**src/rtl/cu_seq.sv**
```systemverilog
`default_nettype none
// ============================================================================
//  Module   : cu_seq
//  Purpose  : Hardwired multi-cycle fetch/decode/execute control sequencer
//             driving one control bit per datapath action on CS_bus.
//  Revision : 1.0  initial release
// ============================================================================
module cu_seq #(
  parameter int RW      = 2,
  parameter int OPW     = 4,
  parameter int TIMEOUT = 255,
  parameter int CSW     = 15 + 2 * (2 ** RW) + 1
) (
  input  logic                  CLK,
  input  logic                  RST_N,
  input  logic [OPW+2*RW-1:0]   ins,
  input  logic                  MFC,
  output logic [CSW-1:0]        CS_bus,
  output logic                  halted,
  output logic                  illegal,
  output logic                  bus_err
);

  localparam int NREG = 2 ** RW;
  localparam int IW   = OPW + 2 * RW;

  localparam int C_PC_OUT      = 6;
  localparam int C_INC         = 7;
  localparam int C_WMFC        = 8;
  localparam int C_RNW         = 9;
  localparam int C_MAR_IN      = 10;
  localparam int C_MBR_OUT     = 11;
  localparam int C_IR_IN       = 12;
  localparam int C_Y_IN        = 13;
  localparam int C_Z_OUT       = 14;
  localparam int C_REG_IN_LSB  = 15;
  localparam int C_REG_OUT_LSB = 15 + NREG;
  localparam int C_ENDD        = CSW - 1;

  localparam logic [3:0] S_IDLE = 4'd0;
  localparam logic [3:0] S_F0   = 4'd1;
  localparam logic [3:0] S_F1   = 4'd2;
  localparam logic [3:0] S_F2   = 4'd3;
  localparam logic [3:0] S_E0   = 4'd4;
  localparam logic [3:0] S_E1   = 4'd5;
  localparam logic [3:0] S_E2   = 4'd6;
  localparam logic [3:0] S_EW   = 4'd7;
  localparam logic [3:0] S_HALT = 4'd8;

  localparam logic [OPW-1:0] C_OP_CMP  = OPW'(1);
  localparam logic [OPW-1:0] C_OP_ALU  = OPW'(5);
  localparam logic [OPW-1:0] C_OP_MOV  = OPW'(6);
  localparam logic [OPW-1:0] C_OP_LD   = OPW'(7);
  localparam logic [OPW-1:0] C_OP_NOP  = OPW'(8);
  localparam logic [OPW-1:0] C_OP_HALT = {OPW{1'b1}};

  // Wide enough to hold TIMEOUT itself so the compare below never aliases.
  localparam int              CNTW = $clog2(TIMEOUT + 2);
  localparam logic [CNTW:0]   C_TO = (CNTW + 1)'(TIMEOUT);

  logic [3:0]      r_state;
  logic [3:0]      w_next;
  logic [CNTW-1:0] r_wcnt;
  logic            r_bus_err;

  logic [OPW-1:0]  w_op;
  logic [RW-1:0]   w_rd;
  logic [RW-1:0]   w_rs;
  logic [NREG-1:0] w_rd_oh;
  logic [NREG-1:0] w_rs_oh;
  logic [5:0]      w_alu_oh;
  logic            w_is_alu;
  logic            w_is_cmp;
  logic            w_is_mov;
  logic            w_is_ld;
  logic            w_is_nop;
  logic            w_is_halt;
  logic            w_is_illegal;
  logic            w_wait;
  logic [CNTW:0]   w_cnt_inc;
  logic            w_timeout;
  logic [CSW-1:0]  w_cs;

  assign w_op = ins[IW-1 -: OPW];
  assign w_rd = ins[2*RW-1 -: RW];
  assign w_rs = ins[RW-1:0];

  assign w_rd_oh  = {{(NREG-1){1'b0}}, 1'b1} << w_rd;
  assign w_rs_oh  = {{(NREG-1){1'b0}}, 1'b1} << w_rs;
  assign w_alu_oh = 6'b000001 << w_op[2:0];

  assign w_is_alu     = (w_op <= C_OP_ALU);
  assign w_is_cmp     = (w_op == C_OP_CMP);
  assign w_is_mov     = (w_op == C_OP_MOV);
  assign w_is_ld      = (w_op == C_OP_LD);
  assign w_is_nop     = (w_op == C_OP_NOP);
  assign w_is_halt    = (w_op == C_OP_HALT);
  assign w_is_illegal = !(w_is_alu || w_is_mov || w_is_ld || w_is_nop || w_is_halt);

  assign w_wait    = (r_state == S_F1) || (r_state == S_EW);
  assign w_cnt_inc = {1'b0, r_wcnt} + {{CNTW{1'b0}}, 1'b1};
  // A completing MFC on the timeout edge takes priority over the error.
  assign w_timeout = (TIMEOUT != 0) && w_wait && !MFC && (w_cnt_inc >= C_TO);

  always_comb begin
    w_next = r_state;
    case (r_state)
      S_IDLE: w_next = S_F0;
      S_F0:   w_next = S_F1;
      S_F1: begin
        if (MFC)            w_next = S_F2;
        else if (w_timeout) w_next = S_HALT;
      end
      S_F2:   w_next = S_E0;
      S_E0: begin
        if (w_is_alu)       w_next = S_E1;
        else if (w_is_ld)   w_next = S_EW;
        else if (w_is_halt) w_next = S_HALT;
        else                w_next = S_F0;
      end
      S_EW: begin
        if (MFC)            w_next = S_E1;
        else if (w_timeout) w_next = S_HALT;
      end
      S_E1:   w_next = w_is_alu ? S_E2 : S_F0;
      S_E2:   w_next = S_F0;
      S_HALT: w_next = S_HALT;
      default: w_next = S_IDLE;
    endcase
  end

  always_ff @(posedge CLK or negedge RST_N) begin
    if (!RST_N) begin
      r_state   <= S_IDLE;
      r_wcnt    <= '0;
      r_bus_err <= 1'b0;
    end else begin
      r_state <= w_next;
      if (!w_wait)
        r_wcnt <= '0;
      else if (!(&r_wcnt))
        r_wcnt <= w_cnt_inc[CNTW-1:0];
      if (w_timeout)
        r_bus_err <= 1'b1;
    end
  end

  always_comb begin
    w_cs = '0;
    case (r_state)
      S_F0: begin
        w_cs[C_PC_OUT] = 1'b1;
        w_cs[C_MAR_IN] = 1'b1;
        w_cs[C_INC]    = 1'b1;
        w_cs[C_RNW]    = 1'b1;
      end
      S_F1, S_EW: begin
        w_cs[C_WMFC] = 1'b1;
        w_cs[C_RNW]  = 1'b1;
      end
      S_F2: begin
        w_cs[C_MBR_OUT] = 1'b1;
        w_cs[C_IR_IN]   = 1'b1;
      end
      S_E0: begin
        if (w_is_alu) begin
          w_cs[C_REG_OUT_LSB +: NREG] = w_rd_oh;
          w_cs[C_Y_IN]                = 1'b1;
        end else if (w_is_mov) begin
          w_cs[C_REG_OUT_LSB +: NREG] = w_rs_oh;
          w_cs[C_REG_IN_LSB +: NREG]  = w_rd_oh;
          w_cs[C_ENDD]                = 1'b1;
        end else if (w_is_ld) begin
          w_cs[C_REG_OUT_LSB +: NREG] = w_rs_oh;
          w_cs[C_MAR_IN]              = 1'b1;
          w_cs[C_RNW]                 = 1'b1;
        end else begin
          w_cs[C_ENDD] = 1'b1;
        end
      end
      S_E1: begin
        if (w_is_ld) begin
          w_cs[C_MBR_OUT]            = 1'b1;
          w_cs[C_REG_IN_LSB +: NREG] = w_rd_oh;
          w_cs[C_ENDD]               = 1'b1;
        end else if (w_is_alu) begin
          w_cs[C_REG_OUT_LSB +: NREG] = w_rs_oh;
          w_cs[5:0]                   = w_alu_oh;
        end
      end
      S_E2: begin
        if (w_is_cmp) begin
          w_cs[C_ENDD] = 1'b1;
        end else if (w_is_alu) begin
          w_cs[C_Z_OUT]              = 1'b1;
          w_cs[C_REG_IN_LSB +: NREG] = w_rd_oh;
          w_cs[C_ENDD]               = 1'b1;
        end
      end
      default: w_cs = '0;
    endcase
  end

  assign CS_bus  = w_cs;
  assign halted  = (r_state == S_HALT);
  assign illegal = (r_state == S_E0) && w_is_illegal;
  assign bus_err = r_bus_err;

endmodule
`default_nettype wire
```
**config.mk**
```make
export PLATFORM = sky130hd
export DESIGN_NAME = cu_seq
export DESIGN_NICKNAME = d
export VERILOG_FILES = /design/src/rtl/cu_seq.sv
export SDC_FILE = /design/constraint.sdc
export NUM_CORES = 1
export LEC_CHECK = 0
export CAP_MARGIN = 5
export CORE_UTILIZATION = 42
export CTS_BUF_LIST = sky130_fd_sc_hd__clkbuf_16
export CTS_CLUSTER_DIAMETER = 60
export DETAILED_ROUTE_END_ITERATION = 10
export GPL_ROUTABILITY_DRIVEN = 0
export PLACE_DENSITY = 0.73
export SLEW_MARGIN = 10
export SYNTH_ARGS = -nofsm -noshare
export SYNTH_HDL_FRONTEND = slang
export SYNTH_SLANG_ARGS = --single-unit
```
**constraint.sdc**
```tcl
create_clock -name CLK -period 1.75 [get_ports CLK]
set_input_delay 0.35 -clock CLK [delete_from_list [all_inputs] [get_ports CLK]]
set_output_delay 0.35 -clock CLK [all_outputs]
set_load 0.01 [all_outputs]
```
==> results of run 1 <==
through the flow:
stage	TNS [ns]	util [%]	hold slack, ns	power, µW
floorplan	-0.07418	-	0.05441	1051
finish	-3.921	81.13	0.4148	2839
detailed placement	-16.03	66.61	0.4533	1704
CTS	-2.553	72.73	0.4202	2355
global placement	-15.16	66.61	0.4408	1675
global route	-5.452	81.13	0.4413	2977
layout make-up:
class | count | area share (%)
Sequential cell | 14 | 15.83
Timing Repair Buffer | 87 | 30.82
Clock buffer | 3 | 3.356
Inverter | 7 | 1.174
Tap cell | 31 | 1.734
Clock inverter | 1 | 0.1678
Multi-Input combinational cell | 132 | 46.92
cell usage after synthesis (all sizes together), types with 3 or more instances:
library cell and number:
nor2b 4, xnor2 8, o21ai 7, ha 3, xor2 3, nand3 10
o22ai 5, clkbuf 7, buf 5, nand2 11, nor3 14, nor3b 3
a21oi 3, nand2b 12, dfrtp 14, inv 7, nor2 25
routing by layer:
metal  GRT usage, %  routed length [µm]  vias to the layer above
met5              0                   0                        -
li1               -                   -                      732
met1          30.92                2062                      784
met3          6.047                 248                       12
met2          48.30                2450                       58
met4          5.575                 116                        0
registers in the layout, summed over array words and instances, names as in the netlist:
register,count
r_wcnt,9
bus_err,1
r_state,4
worst reg2reg max path, stage by stage, from the launching register on:
cell and delay, ns:
dfrtp_1 0.36, ha_2 0.22, nand4_4 0.14, nor2_4 0.16, ha_4 0.21, nor2_2 0.09, o41ai_2 0.07, buf_4 0.16
a22o_1 0.19
where the power goes:
| group | switching (µW) | internal [µW] | leakage (µW) |
|---|---|---|---|
| clock | 131 | 302 | 0.0000385 |
| sequential | 83.6 | 379 | 0.000185 |
| combinational | 900 | 1040 | 0.000812 |
| total | 1110 | 1720 | 0.00104 |
kinds of logic (layout without fill, tap and decap cells):
logic type,count (synthesis),count (layout)
multiplexers,2,2
buffers and inverters,19,98
flip-flops,14,14
adder cells (fa/ha/maj),3,3
AND/OR/NAND/NOR,89,89
XOR/XNOR,11,11
AO/OA/AOI/OAI,27,27
how the worst min path moves through the flow:
stage                              from               endpoint  slack (ns)  depth (start not counted)
CTS                               RST_N  r_wcnt[5]$_DFFE_PN0P_        0.42                          2
global route                      RST_N  r_wcnt[7]$_DFFE_PN0P_        0.44                          2
finish                            RST_N  r_wcnt[5]$_DFFE_PN0P_        0.41                          2
floorplan                         RST_N    bus_err$_DFFE_PN0P_        0.05                          0
detailed placement  bus_err$_DFFE_PN0P_    bus_err$_DFFE_PN0P_        0.45                          1
global placement    bus_err$_DFFE_PN0P_    bus_err$_DFFE_PN0P_        0.44                          1
repair_timing:
item,in CTS,in global routing
hold buffers,0,0
pin swaps,15,20
endpoints found under the hold margin,0,0
setup endpoints to repair,32,33
buffers inserted,8,12
gates resized for setup,131,53
==> results.json, run 1 <==
{
  "finalCritPeriodShare_pct": 117.9,
  "num_rows": 19,
  "num_io_pins": 38,
  "reg2reg_depth": 8,
  "seq_area_um2": 354.1,
  "grt_max_degree": 15,
  "io_buffers": 37,
  "worstSetupEndpoint": "CS_bus[15]",
  "crit_family": "flip-flops",
  "synth_area_leaders": "dfrtp_1 29%, nor2_1 7.7%, nand2b_1 6.1%",
  "yosysUniqueCellTypes": 36,
  "post-place-cells": 254,
  "synth_top_area_share_pct": 28.60,
  "maxCapViolCount": 0,
  "worst_setup_path_end_kind": "primary output",
  "drc": 0,
  "ys_async_sr_fraction_pct": 100.0,
  "p_leak_uw": 0.001036,
  "totalWireLength_um": 4876,
  "clock_path_buffers": 2,
  "n_antenna_cell": 0,
  "yosys_warnings": 0,
  "final_common_cell": "buf_4",
  "worst_setup_path_start_kind": "register",
  "violations": "setup timing",
  "synth-seq-cells": 14,
  "slew_headroom_pct": 76.82,
  "cts_root_buf": "clkbuf_16",
  "rsz0062_at_grt": "true",
  "die_area_um2": 3137,
  "synth_cells": 165,
  "die_x_um": 56.01,
  "worstReg2RegEnd": "r_state[3]$_DFF_PN0_",
  "maxSlewViolCount": 0,
  "grt_pass1_wl_um": 6499,
  "ff2ff_setup_slack_ns": 0.03,
  "synth_top_family_by_area": "simple AND/OR/NAND/NOR gates",
  "crit_chain": "xor2_1 -> o22ai_1 -> a21o_1 -> nand2_2 -> nor3_2 -> buf_2",
  "dr_total_vias": 1586,
  "synth_edf_count": 0,
  "layout-drive-gt1-share_pct": 52.05,
  "grt_antenna_before_repair": 0,
  "cts_buffers": 3,
  "cp_max_fo": 6,
  "initial_core_util_pct": 44.42,
  "htreeDepth": 1,
  "finalNonFillerCells": 275,
  "ys_seq_area_share_pct": 28.60,
  "grt_pass1_vias": 1444,
  "synthXorXnorAreaFrac_pct": 7.865,
  "die_y_um": 56.01,
  "fillCellCount": 156,
  "dp_slack_ns": -0.8108,
  "syn_area_per_cell_um2": 7.424,
  "worstPathRequired_ns": 1.40,
  "insertion_delay_ns": 0.24,
  "synth_fa_ha_area_share_pct": 3.064,
  "cpPeakStageDelay_ns": 0.49,
  "dr.pass1.iters": 4,
  "multi_input_area_um2": 1050,
  "yosys.area.top_type": "dfrtp_1",
  "overflow": 0,
  "tritoncts": "done",
  "ys.flop_type": "dfrtp_1",
  "synthSimpleGateAreaFrac_pct": 36.87,
  "ir_worst_vdd_uv": 1152,
  "drtAntennaViolNets": 0,
  "clkSinkCount": 14,
  "fp.coreArea_um2": 2758,
  "fmax_mhz": 484.6,
  "hold_viol": 0,
  "vias_per_cell": 5.767,
  "fin_skew_ns": 0.004611,
  "cp.arrival_ns": 1.71,
  "slowest_stage": "dfrtp_2",
  "syn_area_um2": 1225,
  "finalCriticalPeriod_ns": 2.064,
  "synthToLayoutAreaGrowth_pct": 82.64,
  "most-common-layout-cells": "38 x buf_4, 19 x nor2_1, 19 x buf_2",
  "setup_slack_ns": -0.3135,
  "wl_per_cell_um": 17.73,
  "cts.clk_slew.worst_paths_ns": 0.05,
  "synth-compound-area-share_pct": 15.12,
  "first_iter_violations": 78,
  "hp-class": "input pin to asynchronous set/reset pin",
  "grt_usage_pct": 26.26,
  "final_area_um2": 2237,
  "postPlaceCellArea_um2": 1837,
  "cp_num_buf_inv": 1,
  "fin_nets": 259,
  "worstReg2RegStart": "r_wcnt[0]$_DFFE_PN0P_",
  "cp.depth": 6,
  "setup_viol": 22,
  "crit_type": "register to primary output",
  "cp-startpoint": "r_state[0]$_DFF_PN0_",
  "power_density_nw_per_um2": 1269,
  "worst_pin_slew_ns": 0.3450,
  "muxShareOfSynthArea_pct": 1.634,
  "place_hpwl_um": 2712,
  "outcome": "complete, but fails checks",
  "syn_nets": 179
}
No activity file was read; power rests on OpenSTA's default activity.
==> run 2: changes to the inputs <==
--- a/config.mk
+++ b/config.mk
@@ -9,6 +9,7 @@
 export CORE_UTILIZATION = 42
 export CTS_BUF_LIST = sky130_fd_sc_hd__clkbuf_16
 export CTS_CLUSTER_DIAMETER = 60
+export CTS_CLUSTER_SIZE = 20
 export DETAILED_ROUTE_END_ITERATION = 10
 export GPL_ROUTABILITY_DRIVEN = 0
 export PLACE_DENSITY = 0.73
==> results of run 2 <==
No change in the layout: final DEF, timing and power equal those of run 1.
==> run 3: changes to the inputs <==
--- a/config.mk
+++ b/config.mk
@@ -12,6 +12,7 @@
 export CTS_CLUSTER_SIZE = 20
 export DETAILED_ROUTE_END_ITERATION = 10
 export GPL_ROUTABILITY_DRIVEN = 0
+export HOLD_SLACK_MARGIN = 0.15
 export PLACE_DENSITY = 0.73
 export SLEW_MARGIN = 10
 export SYNTH_ARGS = -nofsm -noshare
==> results of run 3 <==
No change in the layout: final DEF, timing and power equal those of run 1.
==> edit (config.mk and constraints of run 1) <==
Register the outputs `CS_bus`, `halted` and `illegal`, cleared by the reset; this adds one clock of latency there. The other outputs are not delayed to match.
--- a/src/rtl/cu_seq.sv
+++ b/src/rtl/cu_seq.sv
@@ -201,9 +201,17 @@
     endcase
   end
 
-  assign CS_bus  = w_cs;
-  assign halted  = (r_state == S_HALT);
-  assign illegal = (r_state == S_E0) && w_is_illegal;
+  always_ff @(posedge CLK or negedge RST_N) begin
+    if (!RST_N) begin
+      CS_bus  <= '0;
+      halted  <= '0;
+      illegal <= '0;
+    end else begin
+      CS_bus  <= w_cs;
+      halted  <= (r_state == S_HALT);
+      illegal <= (r_state == S_E0) && w_is_illegal;
+    end
+  end
   assign bus_err = r_bus_err;
 
 endmodule
Behaviour: not the same (Yosys sat finds a counterexample within 4 cycles, from zero or initial values and one cycle with RST_N low).
==> edit against run 1 <==
  * Area after synthesis is 58% higher
  * Final area is 25% higher
  * Hold slack worse by 0.30 ns
  * Routed wire length is 9.5% lower
  * Power is 19% higher
  * Sequential cell count is 25 higher
  * Setup slack better by 0.33 ns
==> edit: results (changes against run 1) <==
run status=finished, final reports clean; Finished Layout Cells=308 (+12%); syn avg cell area=10.2 sq um (+37%); Fill cells=358 (+130%); Area contributors post-synth=dfrtp_1, nor2_1, nand2_1; met1 wire length=1970 microns (-4.7%); CP max stage cell=dfrtp_1; fraction of layout instances using a drive strength above 1=0.199 (-0.321); mux share of post-synthesis cell area=0.0104 (-0.00597); # resized after CTS=1 (-99%); Area Overhead vs Synth=44.6%; xor/xnor cell area share of the yosys netlist=0.0454 (-0.0333); CP max stage delay=0.37 ns (-0.12 ns); Synth Net Count=204 (+14%); Clock Latency Late Sink=0.28 ns (+0.04 ns); Post-synth top cells=dfrtp_1, nor2_1, nand2_1; Post-CTS Repair Setup Buffers=1 (-7); GR Util met3=0.0581 (-0.00233); Cell variety after synth=48 (+33%); leakage=1.27 nW (+23%); sequential-to-total area share from yosys stat=0.506 (+0.220); Clock Skews=0.00314 ns (-0.00147 ns); worst r2r path cells=7 (-1); first-pass detailed-route iteration total=6 (+2); Worst slew margin=0.671 (-0.0975); Compound-Gate Fraction of Synth Area=0.129 (-0.0221); Detail Route met2 WL=2090 microns (-15%); Post-DP Area=2560 sq um (+40%); CP delay by family, top=simple AND/OR/NAND/NOR gates; maximum fanout along the worst path=4 (-2); final wirelength=4410 microns (-9.5%); Setup WS pre-CTS=-0.188 ns (+0.623 ns); maximum VDD drop=0.000765 V (-34%); Nets=269 (+3.9%); largest net degree at the start of global routing=40 (+25); DPL Wire Length=3140 microns (+16%); CTS Buf Count=5 (+2)
## edit: path summary, 6_finish.rpt
path	to	slack, ns	start
worst max-delay path	r_state[2]	0.02	r_wcnt[3]
worst min-delay path	CS_bus[2]	0.12	RST_N
worst max register to register	r_state[2]	0.02	r_wcnt[3]
worst min register to register	bus_err	0.54	bus_err
max in group asynchronous	r_wcnt[4]	1.30	RST_N
min in group CLK	CS_bus[4]	0.51	ins[5]
## edit: power by group
part / total, mW / leakage (nW) / internal, mW / switching, mW
Combinational: 1.02 / 0.649 / 0.530 / 0.492
Sequential: 1.16 / 0.531 / 1.03 / 0.134
Clock: 1.18 / 0.0900 / 0.816 / 0.366
Total: 3.37 / 1.27 / 2.38 / 0.992
## edit: cell type report
class | count | area share
flip-flops and latches | 39 | 0.350
repair buffers | 68 | 0.216
inverters | 5 | 0.00673
multi-input cells | 136 | 0.335
well taps | 52 | 0.0233
clock buffers | 5 | 0.0449
clock inverters | 3 | 0.0242
